<file path="src/rtl/selevy_runctl_pkg.sv">
// Shared definitions for the selevy run controller: FSM state encodings and
// the default widths of the trace entry fields {timestamp, gout}.
package selevy_runctl_pkg;

    typedef enum logic [2:0] {
        RC_IDLE     = 3'd0,
        RC_RST_HOLD = 3'd1,
        RC_RUN      = 3'd2,
        RC_CHECK    = 3'd3,
        RC_DONE     = 3'd4
    } rc_state_t;

    localparam int RC_STATE_W = 3;
    localparam int DEF_GOUT_W = 4;
    localparam int DEF_CNT_W  = 16;

    function automatic int trace_entry_w(input int cnt_w, input int gout_w);
        return cnt_w + gout_w;
    endfunction

endpackage

</file>
<file path="src/rtl/selevy_trace_buf.sv">
// Circular trace buffer: keeps the newest DEPTH entries and reads them back
// by index relative to the oldest valid entry.
module selevy_trace_buf #(
    parameter int DEPTH = 8,
    parameter int WIDTH = 20
) (
    input  logic                       clk,
    input  logic                       clear,
    input  logic                       we,
    input  logic [WIDTH-1:0]           wdata,
    input  logic [$clog2(DEPTH)-1:0]   ridx,
    output logic [$clog2(DEPTH):0]     count,
    output logic [WIDTH-1:0]           rdata
);

    localparam int IDX_W = $clog2(DEPTH);
    localparam logic [IDX_W:0] FULL_CNT = (IDX_W + 1)'(DEPTH);

    logic [WIDTH-1:0] mem [DEPTH];
    logic [IDX_W-1:0] wptr;
    logic [IDX_W-1:0] base;
    logic [IDX_W-1:0] raddr;

    // DEPTH is a power of two, so the pointer wraps naturally.
    always_ff @(posedge clk) begin
        if (clear) begin
            wptr  <= '0;
            count <= '0;
        end else if (we) begin
            wptr <= wptr + IDX_W'(1);
            if (count != FULL_CNT) begin
                count <= count + (IDX_W + 1)'(1);
            end
        end
    end

    always_ff @(posedge clk) begin
        if (we && !clear) begin
            mem[wptr] <= wdata;
        end
    end

    // Once full, the slot about to be overwritten is the oldest entry.
    assign base  = (count == FULL_CNT) ? wptr : '0;
    assign raddr = base + ridx;
    assign rdata = ({1'b0, ridx} < count) ? mem[raddr] : '0;

endmodule

</file>
<file path="src/rtl/selevy_runctl.sv">
// Run controller for the selevy core: reset hold, timed or free run, gout
// change tracing, and a final compare of gout against the expected value.
module selevy_runctl
    import selevy_runctl_pkg::*;
#(
    parameter int GOUT_W     = DEF_GOUT_W,
    parameter int CNT_W      = DEF_CNT_W,
    parameter int RST_CYCLES = 2,
    parameter int RUN_CYCLES = 21,
    parameter int HIST_DEPTH = 8
) (
    input  logic                            CLK,
    input  logic                            reset,
    input  logic                            start,
    input  logic                            stop,
    input  logic [GOUT_W-1:0]               gout,
    input  logic [GOUT_W-1:0]               expect_gout,
    output logic                            core_reset,
    output logic                            core_en,
    output logic [RC_STATE_W-1:0]           state,
    output logic [CNT_W-1:0]                cycle_cnt,
    output logic                            done,
    output logic                            pass,
    output logic [$clog2(HIST_DEPTH):0]     trace_cnt,
    input  logic [$clog2(HIST_DEPTH)-1:0]   trace_idx,
    output logic [CNT_W+GOUT_W-1:0]         trace_data
);

    localparam int ENTRY_W = trace_entry_w(CNT_W, GOUT_W);
    localparam int HOLD_W  = (RST_CYCLES > 1) ? $clog2(RST_CYCLES) : 1;
    localparam logic [HOLD_W-1:0] HOLD_LAST = HOLD_W'(RST_CYCLES - 1);
    localparam logic [CNT_W-1:0]  RUN_LAST  = CNT_W'((RUN_CYCLES > 0) ? RUN_CYCLES - 1 : 0);

    rc_state_t          state_q;
    logic [HOLD_W-1:0]  hold_cnt;
    logic [GOUT_W-1:0]  prev_gout;
    logic               start_seq;
    logic               run_exit;
    logic               trace_we;
    logic               trace_clear;

    assign state     = state_q;
    assign start_seq = start && ((state_q == RC_IDLE) || (state_q == RC_DONE));
    assign run_exit  = stop || ((RUN_CYCLES != 0) && (cycle_cnt == RUN_LAST));

    // The first RUN cycle (cycle_cnt==0) only seeds prev_gout, so it never logs.
    assign trace_we    = (state_q == RC_RUN) && (cycle_cnt != '0) && (gout != prev_gout);
    assign trace_clear = reset || start_seq;

    always_ff @(posedge CLK) begin
        if (reset) begin
            state_q    <= RC_IDLE;
            core_reset <= 1'b1;
            core_en    <= 1'b0;
            cycle_cnt  <= '0;
            done       <= 1'b0;
            pass       <= 1'b0;
            hold_cnt   <= '0;
            prev_gout  <= '0;
        end else begin
            case (state_q)
                RC_IDLE, RC_DONE: begin
                    if (start) begin
                        state_q    <= RC_RST_HOLD;
                        core_reset <= 1'b1;
                        core_en    <= 1'b0;
                        hold_cnt   <= '0;
                        cycle_cnt  <= '0;
                        done       <= 1'b0;
                        pass       <= 1'b0;
                    end
                end
                RC_RST_HOLD: begin
                    if (hold_cnt == HOLD_LAST) begin
                        state_q    <= RC_RUN;
                        core_reset <= 1'b0;
                        core_en    <= 1'b1;
                    end else begin
                        hold_cnt <= hold_cnt + HOLD_W'(1);
                    end
                end
                RC_RUN: begin
                    prev_gout <= gout;
                    if (run_exit) begin
                        state_q <= RC_CHECK;
                        core_en <= 1'b0;
                    end else if (cycle_cnt != '1) begin
                        cycle_cnt <= cycle_cnt + CNT_W'(1);
                    end
                end
                RC_CHECK: begin
                    pass    <= (gout == expect_gout);
                    done    <= 1'b1;
                    state_q <= RC_DONE;
                end
                default: begin
                    state_q    <= RC_IDLE;
                    core_reset <= 1'b1;
                    core_en    <= 1'b0;
                    done       <= 1'b0;
                end
            endcase
        end
    end

    selevy_trace_buf #(
        .DEPTH (HIST_DEPTH),
        .WIDTH (ENTRY_W)
    ) u_trace (
        .clk   (CLK),
        .clear (trace_clear),
        .we    (trace_we),
        .wdata ({cycle_cnt, gout}),
        .ridx  (trace_idx),
        .count (trace_cnt),
        .rdata (trace_data)
    );

endmodule

</file>
<file path="config.mk">
export PLATFORM = sky130hd
export DESIGN_NAME = selevy_runctl
export DESIGN_NICKNAME = d
export VERILOG_FILES = /design/src/rtl/selevy_runctl_pkg.sv /design/src/rtl/selevy_trace_buf.sv /design/src/rtl/selevy_runctl.sv
export SDC_FILE = /design/constraint.sdc
export NUM_CORES = 1
export LEC_CHECK = 0
export ABC_AREA = 1
export CAP_MARGIN = 10
export CORE_MARGIN = 1
export CORE_UTILIZATION = 45
export DETAILED_ROUTE_END_ITERATION = 10
export GPL_TIMING_DRIVEN = 0
export SYNTH_ARGS = -nofsm -noshare
export SYNTH_HDL_FRONTEND = slang
export SYNTH_SLANG_ARGS = --single-unit
export TNS_END_PERCENT = 5
</file>
<file path="constraint.sdc">
create_clock -name CLK -period 6.92 [get_ports CLK]
set_input_delay 1.384 -clock CLK [delete_from_list [all_inputs] [get_ports CLK]]
set_output_delay 1.384 -clock CLK [all_outputs]
set_load 0.02 [all_outputs]
</file>
### Word-level counts from Yosys, hierarchy flattened

Memory sizes are Yosys's and may differ from the RTL's.
Cells that the tools add are included.

| storage, ports and cells | value |
|---|---|
| bits in registers | 35 |
| latch bits | 0 |
| bits in writable memories | 160 |
| memory bits (read-only) | 0 |
| input port bits | 15 |
| output and inout bits | 47 |
| word-level logic and storage cells | 82 |
| memories | 1 |

| operators by class | value |
|---|---|
| add/sub/neg operators | 5 |
| $mul | 0 |
| divide/modulo/power cells | 0 |
| $lt $le $gt $ge | 1 |
| eq/ne operators | 15 |
| shift operators | 0 |
| mux-type cells | 23 |
| bitwise gates (word level) | 3 |
| reduce and logical (&&, ||, !) cells | 24 |

Memory list:

| name | depth | bits a word | read ports | clocked after memory_dff | write ports | line | source |
|---|---|---|---|---|---|---|---|
| u_trace.mem | 8 | 20 | 1 | 0 | 1 | selevy_trace_buf.sv:19 | `logic [WIDTH-1:0] mem [DEPTH];` |

Operators with widths:

| operator | count |
|---|---|
| two-way mux 16 bit | 3 |
| one-hot mux 16 bit (2 select lines) | 1 |
| two-way mux 20 bit | 1 |
| adder 16 x 1 -> 16 bit (second input constant) | 1 |
| == test 16 x 5 -> 1 bit (second input constant) | 1 |
| inequality test 16 bit (second input constant) | 1 |
| nonzero test 16 bit | 1 |
| two-way mux 3 bit | 4 |
| one-hot mux 3 bit (4 select lines) | 1 |
| two-way mux 1 bit | 8 |
| inequality test 2 bit (second input constant) | 4 |
| AND reduction 2 bit | 4 |
| AND reduction 4 bit | 2 |
| == test 3 x 2 -> 1 bit (second input constant) | 2 |
| one-hot mux 1 bit (3 select lines) | 2 |
| AND reduction 3 bit | 2 |
| nonzero test 2 bit | 3 |
| OR reduction 2 bit | 3 |
| adder 4 x 1 -> 4 bit (second input constant) | 1 |
| == test 4 bit | 1 |
| == test 4 bit (second input constant) | 1 |
| logical AND 1 bit | 4 |
| less-than comparator 3 x 4 -> 1 bit | 1 |
| inequality test 4 bit | 1 |
| 13 further kinds | 18 |

### Longest topological paths before layout

Gate-level depths: netlist of the first run.

| logic depth | value |
|---|---|
| depth after elaboration | 8 |
| depth in mapped cells | 15 |
| mapped depth without buffers | 14 |

### Cells and area by module

From an unflattened synthesis of the first run, not the netlist that was laid out.

| second synthesis, totals | value |
|---|---|
| cell total of the unflattened synthesis | 933 |
| area, all modules | 8826.0 um^2 |

Modules (own cells, without submodules):

| module | instances | cells an instance | area each (um^2) | sequential area each (um^2) |
|---|---|---|---|---|
| selevy_trace_buf | 1 | 642 | 7039.3 | 4944.7 |
| selevy_runctl | 1 | 291 | 1786.7 | 560.5 |

### Worst setup path before layout of the first run

Ideal clock, no wire load.

| path | value |
|---|---|
| kind | input -> output |
| start point | input port trace_idx[0] |
| end point | output port trace_data[0] |
| arrival | 3.153 ns |
| data required time | 5.536 ns |
| slack | 2.383 ns |
| cell stages on the path | 9 |
| buffers on the path | 1 |
| cell sequence | ha_1 inv_1 fa_1 inv_1 clkbuf_1 o21ai_0 o22ai_1 nor2_1 nor3_1 |

| between the ends | value |
|---|---|
| word-level cells in the longest chain between the ends | 3 |

RTL lines:

| element | line | source |
|---|---|---|
| start: declaration | selevy_runctl.sv:25 | `input logic [$clog2(HIST_DEPTH)-1:0] trace_idx,` |
| adder 3 bit | selevy_trace_buf.sv:45 | `assign raddr = base + ridx;` |
| memory (8 x 20 bit) | -- |  |
| two-way mux 20 bit * | selevy_trace_buf.sv:46 | `assign rdata = ({1'b0, ridx} < count) ? mem[raddr] : '0;` |
| end: declaration | selevy_runctl.sv:26 | `output logic [CNT_W+GOUT_W-1:0] trace_data` |

Mark *: on every way between the ends. The rest lies on a longest branch, timed or not.

### Worst setup path after layout of the first run

| path | value |
|---|---|
| start point | input port trace_idx[0] |
| end point | output port trace_data[8] |

The elaborated chain is that of the path after synthesis.

==> results.txt, run 1 <==
Largest net degree at the start of global routing: 17
Worst R2R Setup Slack: 3.68 ns
CP arrival: 4.76 ns
Resized Gates After CTS: 0
Setup crit end: trace_data[8]
Max FO, Critical Path: 10
Drt first pass iters: 5
Die span in x: 139.5 um
Avg Cell Area, Syn: 10.05 um2
Cell variety after synth: 33
Commonest cells post-synth: nand2_1, edfxtp_1, nor2_1
Synth top area cells: edfxtp_1, dfxtp_1, nand2_1
Worst r2r src: cycle_cnt[0]
CTS Buf Count: 17
GR Util met1: 30.33%
CTS H-tree lvls: 4
Post-synth EDFFs: 160
GRT Util Overall: 21.33%
Outcome: finished, final reports clean
Final hold vios: 0
CTS hold repair buffers: 0
CTS tree: yes
WHS: 0.4625 ns
Fin crit share: 88.72%
Clk pin slew, worst setup/hold paths: 0.06 ns
Crit path launch type: primary input
Flops & latches, synth: 195
Layout cells sized above 1: 7.278%
Post-CTS Setup Repair Bufs: 0
# rows: 49
Clk pwr share: 39.1%
Worst Setup Path Type: in -> out
NumNets Final: 961
Area leader, netlist: edfxtp_1
CORE AREA: 0.01827 mm2
Final wirelength: 19840 um
Fin crit period: 6.139 ns
Area grow syn2layout: 20.09%
Top-count cell post-synth: nand2_1
Tightest Pin Transition: 0.8726 ns
Residual DRC count: 0
Vias in the first global route: 5892
GR peak layer: met2
Via count: 6179
Syn Nets: 871
Psw: 0.6711 mW
Post-Syn Area: 0.008509 mm2
Effective utilization at floorplan: 46.58%
Post-detail-place hpwl: 13960 um
Critical path origin: trace_idx[0]
Internal: 2.085 mW
Min-Delay Path Depth: 2
Antenna Cells: 0
RSZ-0062 raised after global routing: false
First-pass GRT wire length: 31710 um
Yosys top cell area share: 56.46%
Async SR Flop Fraction: 0%
Combinational Power Share: 13.2%
Crit. End Element: primary output
Routed wire per std cell: 16.86 um
Leak Pwr: 3.560 nW
Slew margin rel.: 41.51%
GR Util met2: 34.51%
Worst min-delay path class: reg -> reg
GR met3 Demand/Resource: 3.131%
PortBufs: 61
Mapped Cells: 847
# clock sinks: 195
Setup TNS: 0 ns
Slew Viols, Final: 0
Worst r2r dst: u_trace.mem[5][14]
Initial DRC Count: 413
Sequential area share after synthesis: 64.70%
Main synth FF type: edfxtp_1
IO Count: 62
Grt total ovfl: 0
Initial antenna violation count: 0
Clock Tree Root: clkbuf_16
Clock skew: 0.008578 ns
Die area: 0.01946 mm2
Die height: 139.5 um
Sequential share of power: 47.8%
Setup violations, final: 0
Clock Path Buffers: 2
Max Cap Viol: 0
Power per cell area: 269.7 mW/mm2
Vias per inst: 5.250
GPL Wtd Cong: 0.8503
CP required: 5.54 ns
Synthesis Warnings: 0
Max Fclk: 162.9 MHz
Later-pin clock latency in the skew report: 0.42 ns
Sw Ratio: 24.35%
Peak supply drop: 182.3 uV
Register-to-Register Path Depth: 12
Antenna-violating nets left: 0
-- cells by family after synthesis --
group           share of synthesized area, %
flops                                  64.70
fa+ha+maj                              1.412
simple gates                           20.61
compound gates                         8.102
buf+inv                                4.161
xor+xnor                               1.015
-- registers in the layout, indices dropped and copies added, names as in the netlist --
register and cells:
cycle_cnt 16, u_trace.count 4, pass 1, u_trace.mem 160
hold_cnt 1, core_reset 1, core_en 1, prev_gout 4
u_trace.wptr 3, state 3, done 1
-- worst min path at each step --
stage,start,to,slack (ns)
after floorplan,hold_cnt,hold_cnt,0.45
final,core_en,core_en,0.46
after global placement,core_en,core_en,0.45
after global routing,core_en,core_en,0.49
after CTS,core_en,core_en,0.47
after detailed placement,core_en,core_en,0.46
-- cell type report --
type	instances	area [um2]
plain buffers	36	148.9
clock buffers	19	432.9
clock inverters	11	209.0
fillers	1658	8051
inverters	54	205.2
multi-input cells	562	2680
flip-flops and latches	195	5505
well taps	229	286.5
repair buffers	71	750.7
-- critical path, stage by stage --
cell	delay, ns
clkdlybuf4s50_1	0.51
ha_1	0.16
inv_1	0.05
fa_1	0.58
inv_1	0.14
clkbuf_1	0.42
clkbuf_1	0.43
nand3_1	0.16
a21oi_1	0.25
nor3_1	0.09
clkdlybuf4s50_1	0.56
-- metal layers --
layer  routed length (um)  vias to the layer above
met3                 1004                       11
met4                  163                        0
met2                 9336                      167
met5                    0                        -
met1                 9339                     2914
li1                     -                     3087
-- through the flow --
stage / area, um2 / setup WS (ns) / power [mW] / cells / util (%)
floorplan: 8509 / 2.383 / 1.569 / 847 / -
global route: 10220 / 0.5694 / 2.859 / 1177 / 55.93
global placement: 9407 / 0.8026 / 1.701 / 1137 / 51.49
finish: 10220 / 0.7805 / 2.756 / 1177 / 55.93
CTS: 10220 / 0.7687 / 2.779 / 1177 / 55.93
detailed placement: 9577 / 0.7702 / 1.706 / 1147 / 52.42
-- power groups by stage --
stage / clock network, mW / logic [mW] / registers [mW]
2_1_floorplan: 0 / 0.216 / 1.35
3_3_place_gp: 0 / 0.358 / 1.34
3_5_place_dp: 0 / 0.364 / 1.34
4_1_cts: 1.10 / 0.366 / 1.32
5_1_grt: 1.14 / 0.401 / 1.32
6_report: 1.08 / 0.363 / 1.32
-- placed cells by master, fill, tap and decap left out, types with 8 or more instances in the layout --
| master | Yosys | layout |
|---|---|---|
| clkbuf_16 | 0 | 17 |
| nor2_1 | 119 | 115 |
| a21oi_1 | 50 | 50 |
| nand3_1 | 62 | 62 |
| nor2_2 | 4 | 8 |
| o21ai_0 | 53 | 53 |
| inv_1 | 50 | 50 |
| o22ai_1 | 21 | 21 |
| ha_1 | 8 | 8 |
| nand2_1 | 184 | 184 |
| nor3_1 | 26 | 22 |
| edfxtp_1 | 160 | 160 |
| clkdlybuf4s50_1 | 0 | 61 |
| dfxtp_1 | 35 | 35 |
| clkbuf_1 | 30 | 32 |
(Power assumes the default switching activity.)
==> run 2, diff against run 1 <==
- PLACE_DENSITY: default -> 0.66
- TNS_END_PERCENT: 5 -> 10
- clock period: 6.92 -> 5.62 ns (I/O delays scaled with it)
==> results.txt, run 2 (synthesized netlist as in run 1, its figures left out) <==
Post-CTS Setup Repair Bufs: 0 (unchanged)
CTS tree: yes
# rows: 49 (unchanged)
Commonest non-fill, non-tap cells in the layout: nand2_1, edfxtp_1, nor2_1
CTS H-tree lvls: 4 (unchanged)
Via count: 6227 (+0.78%)
Final hold vios: 0 (unchanged)
CTS Buf Count: 17 (unchanged)
Worst setup margin: 0.1706 ns (-0.6099 ns)
Largest net degree at the start of global routing: 20 (+3)
CTS hold repair buffers: 0 (unchanged)
Drt first pass iters: 8 (+3)
Die height: 139.5 um (unchanged)
GR Util met2: 33.91% (-0.61 points)
Initial antenna violation count: 0 (unchanged)
Crit path launch type: primary input
Max Fclk: 183.5 MHz
Vias per inst: 5.282 (+0.61%)
Most flops, register: u_trace.mem
Final wirelength: 19710 um (-0.67%)
Fin crit share: 96.96%
Max Cap Viol: 0 (unchanged)
Min-Delay Endpoint: core_en
Initial DRC Count: 558 (+35%)
Tightest Pin Transition: 0.7957 ns (-0.07689 ns)
Later-pin clock latency in the skew report: 0.44 ns (+0.02 ns)
NumNets Final: 961 (unchanged)
Antenna Cells: 0 (unchanged)
Routed wire per std cell: 16.72 um (-0.83%)
CORE AREA: 0.01827 mm2 (unchanged)
Max reg flops: 160 (unchanged)
Crit. End Element: primary output
Leak Pwr: 3.546 nW (-0.38%)
Pre-CTS setup slack: 0.02230 ns (-0.7479 ns)
Slew Viols, Final: 0 (unchanged)
Register-to-Register Path Depth: 12 (unchanged)
Worst hold start: core_en
Slew margin rel.: 46.66% (+5.2 points)
Most common cell after layout, fill and taps aside: nand2_1
GR peak layer: met2
Residual DRC count: 0 (unchanged)
# clock sinks: 195 (unchanged)
Setup violations, final: 0 (unchanged)
CP required: 4.50 ns (-1.04 ns)
Worst R2R Setup Slack: 2.46 ns (-1.22 ns)
GR Util met1: 28.32% (-2.0 points)
Clock Path Buffers: 2 (unchanged)
GPL Wtd Cong: 0.8774 (+3.2%)
CP arrival: 4.33 ns (-0.43 ns)
Clk pin slew, worst setup/hold paths: 0.07 ns (about the same)
PortBufs: 61 (unchanged)
Antenna-violating nets left: 0 (unchanged)
Grt total ovfl: 0 (unchanged)
Die area: 0.01946 mm2 (unchanged)
GR met3 Demand/Resource: 4.370% (+1.2 points)
Clock skew: 0.009954 ns (+0.001376 ns)
RSZ-0062 raised after global routing: false
Worst Setup Path Type: in -> out
Area grow syn2layout: 19.67%
Post-detail-place hpwl: 13680 um (-2.0%)
Worst min-delay path class: reg -> reg
First-pass GRT wire length: 30940 um (-2.4%)
Outcome: finished, final reports clean
Worst r2r dst: u_trace.mem[0][17]
Max FO, Critical Path: 10 (unchanged)
Fin crit period: 5.449 ns
Worst r2r src: cycle_cnt[0]
Power per cell area: 322.9 mW/mm2 (+20%)
Effective utilization at floorplan: 46.58% (unchanged)
Resized Gates After CTS: 0 (unchanged)
Min-Delay Path Depth: 2 (unchanged)
GRT Util Overall: 20.98% (-0.35 points)
IO Count: 62 (unchanged)
Die span in x: 139.5 um (unchanged)
WHS: 0.4594 ns (-0.003127 ns)
Top Registers: u_trace.mem x160, cycle_cnt x16
Peak supply drop: 219.0 uV (+20%)
Setup TNS: 0 ns (unchanged)
Vias in the first global route: 5765 (-2.2%)
Clock Tree Root: clkbuf_16
Layout cells sized above 1: 7.789% (+0.51 points)
run 2: worst max path at each step:
stage                               end  slack [ns]    startpoint  cells past startpoint
after floorplan           trace_data[0]        1.60  trace_idx[0]                      9
after global placement    trace_data[8]        0.05  trace_idx[0]                     11
after detailed placement  trace_data[8]        0.02  trace_idx[0]                     11
after CTS                 trace_data[8]        0.03  trace_idx[0]                     11
after global routing      trace_data[9]       0.006  trace_idx[0]                     10
final                     trace_data[4]        0.17  trace_idx[0]                     11
run 2: area by class of cell:
type	count	area (um2)
fill	1587	8087
sequential	195	5505
multi-input combinational	562	2680
timing repair buffer	71	763.2
clock buffer	19	432.9
tap	229	286.5
inverter	54	205.2
clock inverter	13	158.9
buffer	36	151.4
run 2: power by group:
part | total [mW] | leakage [nW] | internal (mW) | switching [mW]
Clock | 1.22 | 0.286 | 0.699 | 0.522
Combinational | 0.445 | 1.47 | 0.153 | 0.292
Sequential | 1.62 | 1.79 | 1.59 | 0.0363
Total | 3.29 | 3.55 | 2.44 | 0.850
run 2: per-layer routing:
layer / vias up / part of all wire, %
met3: 20 / 6.3
met1: 2928 / 45
met2: 187 / 47
li1: 3092 / -
met5: - / 0
met4: 0 / 1.3
run 2: through the flow:
| step | area (um2) | power (mW) | std cells | util (%) |
|---|---|---|---|---|
| after CTS | 10180 | 3.302 | 1179 | 55.73 |
| final | 10180 | 3.288 | 1179 | 55.74 |
| after global placement | 9407 | 2.088 | 1137 | 51.49 |
| after detailed placement | 9589 | 2.098 | 1147 | 52.49 |
| after global routing | 10180 | 3.412 | 1179 | 55.74 |
| after floorplan | 8509 | 1.931 | 847 | - |
run 2: worst max-delay path: stages:
cell	delay [ns]
clkdlybuf4s50_1	0.50
ha_1	0.15
inv_1	0.05
fa_1	0.57
inv_1	0.14
clkbuf_1	0.41
o21ai_0	0.16
o22ai_1	0.16
nor2_1	0.07
nor3_1	0.31
clkdlybuf4s50_1	0.68
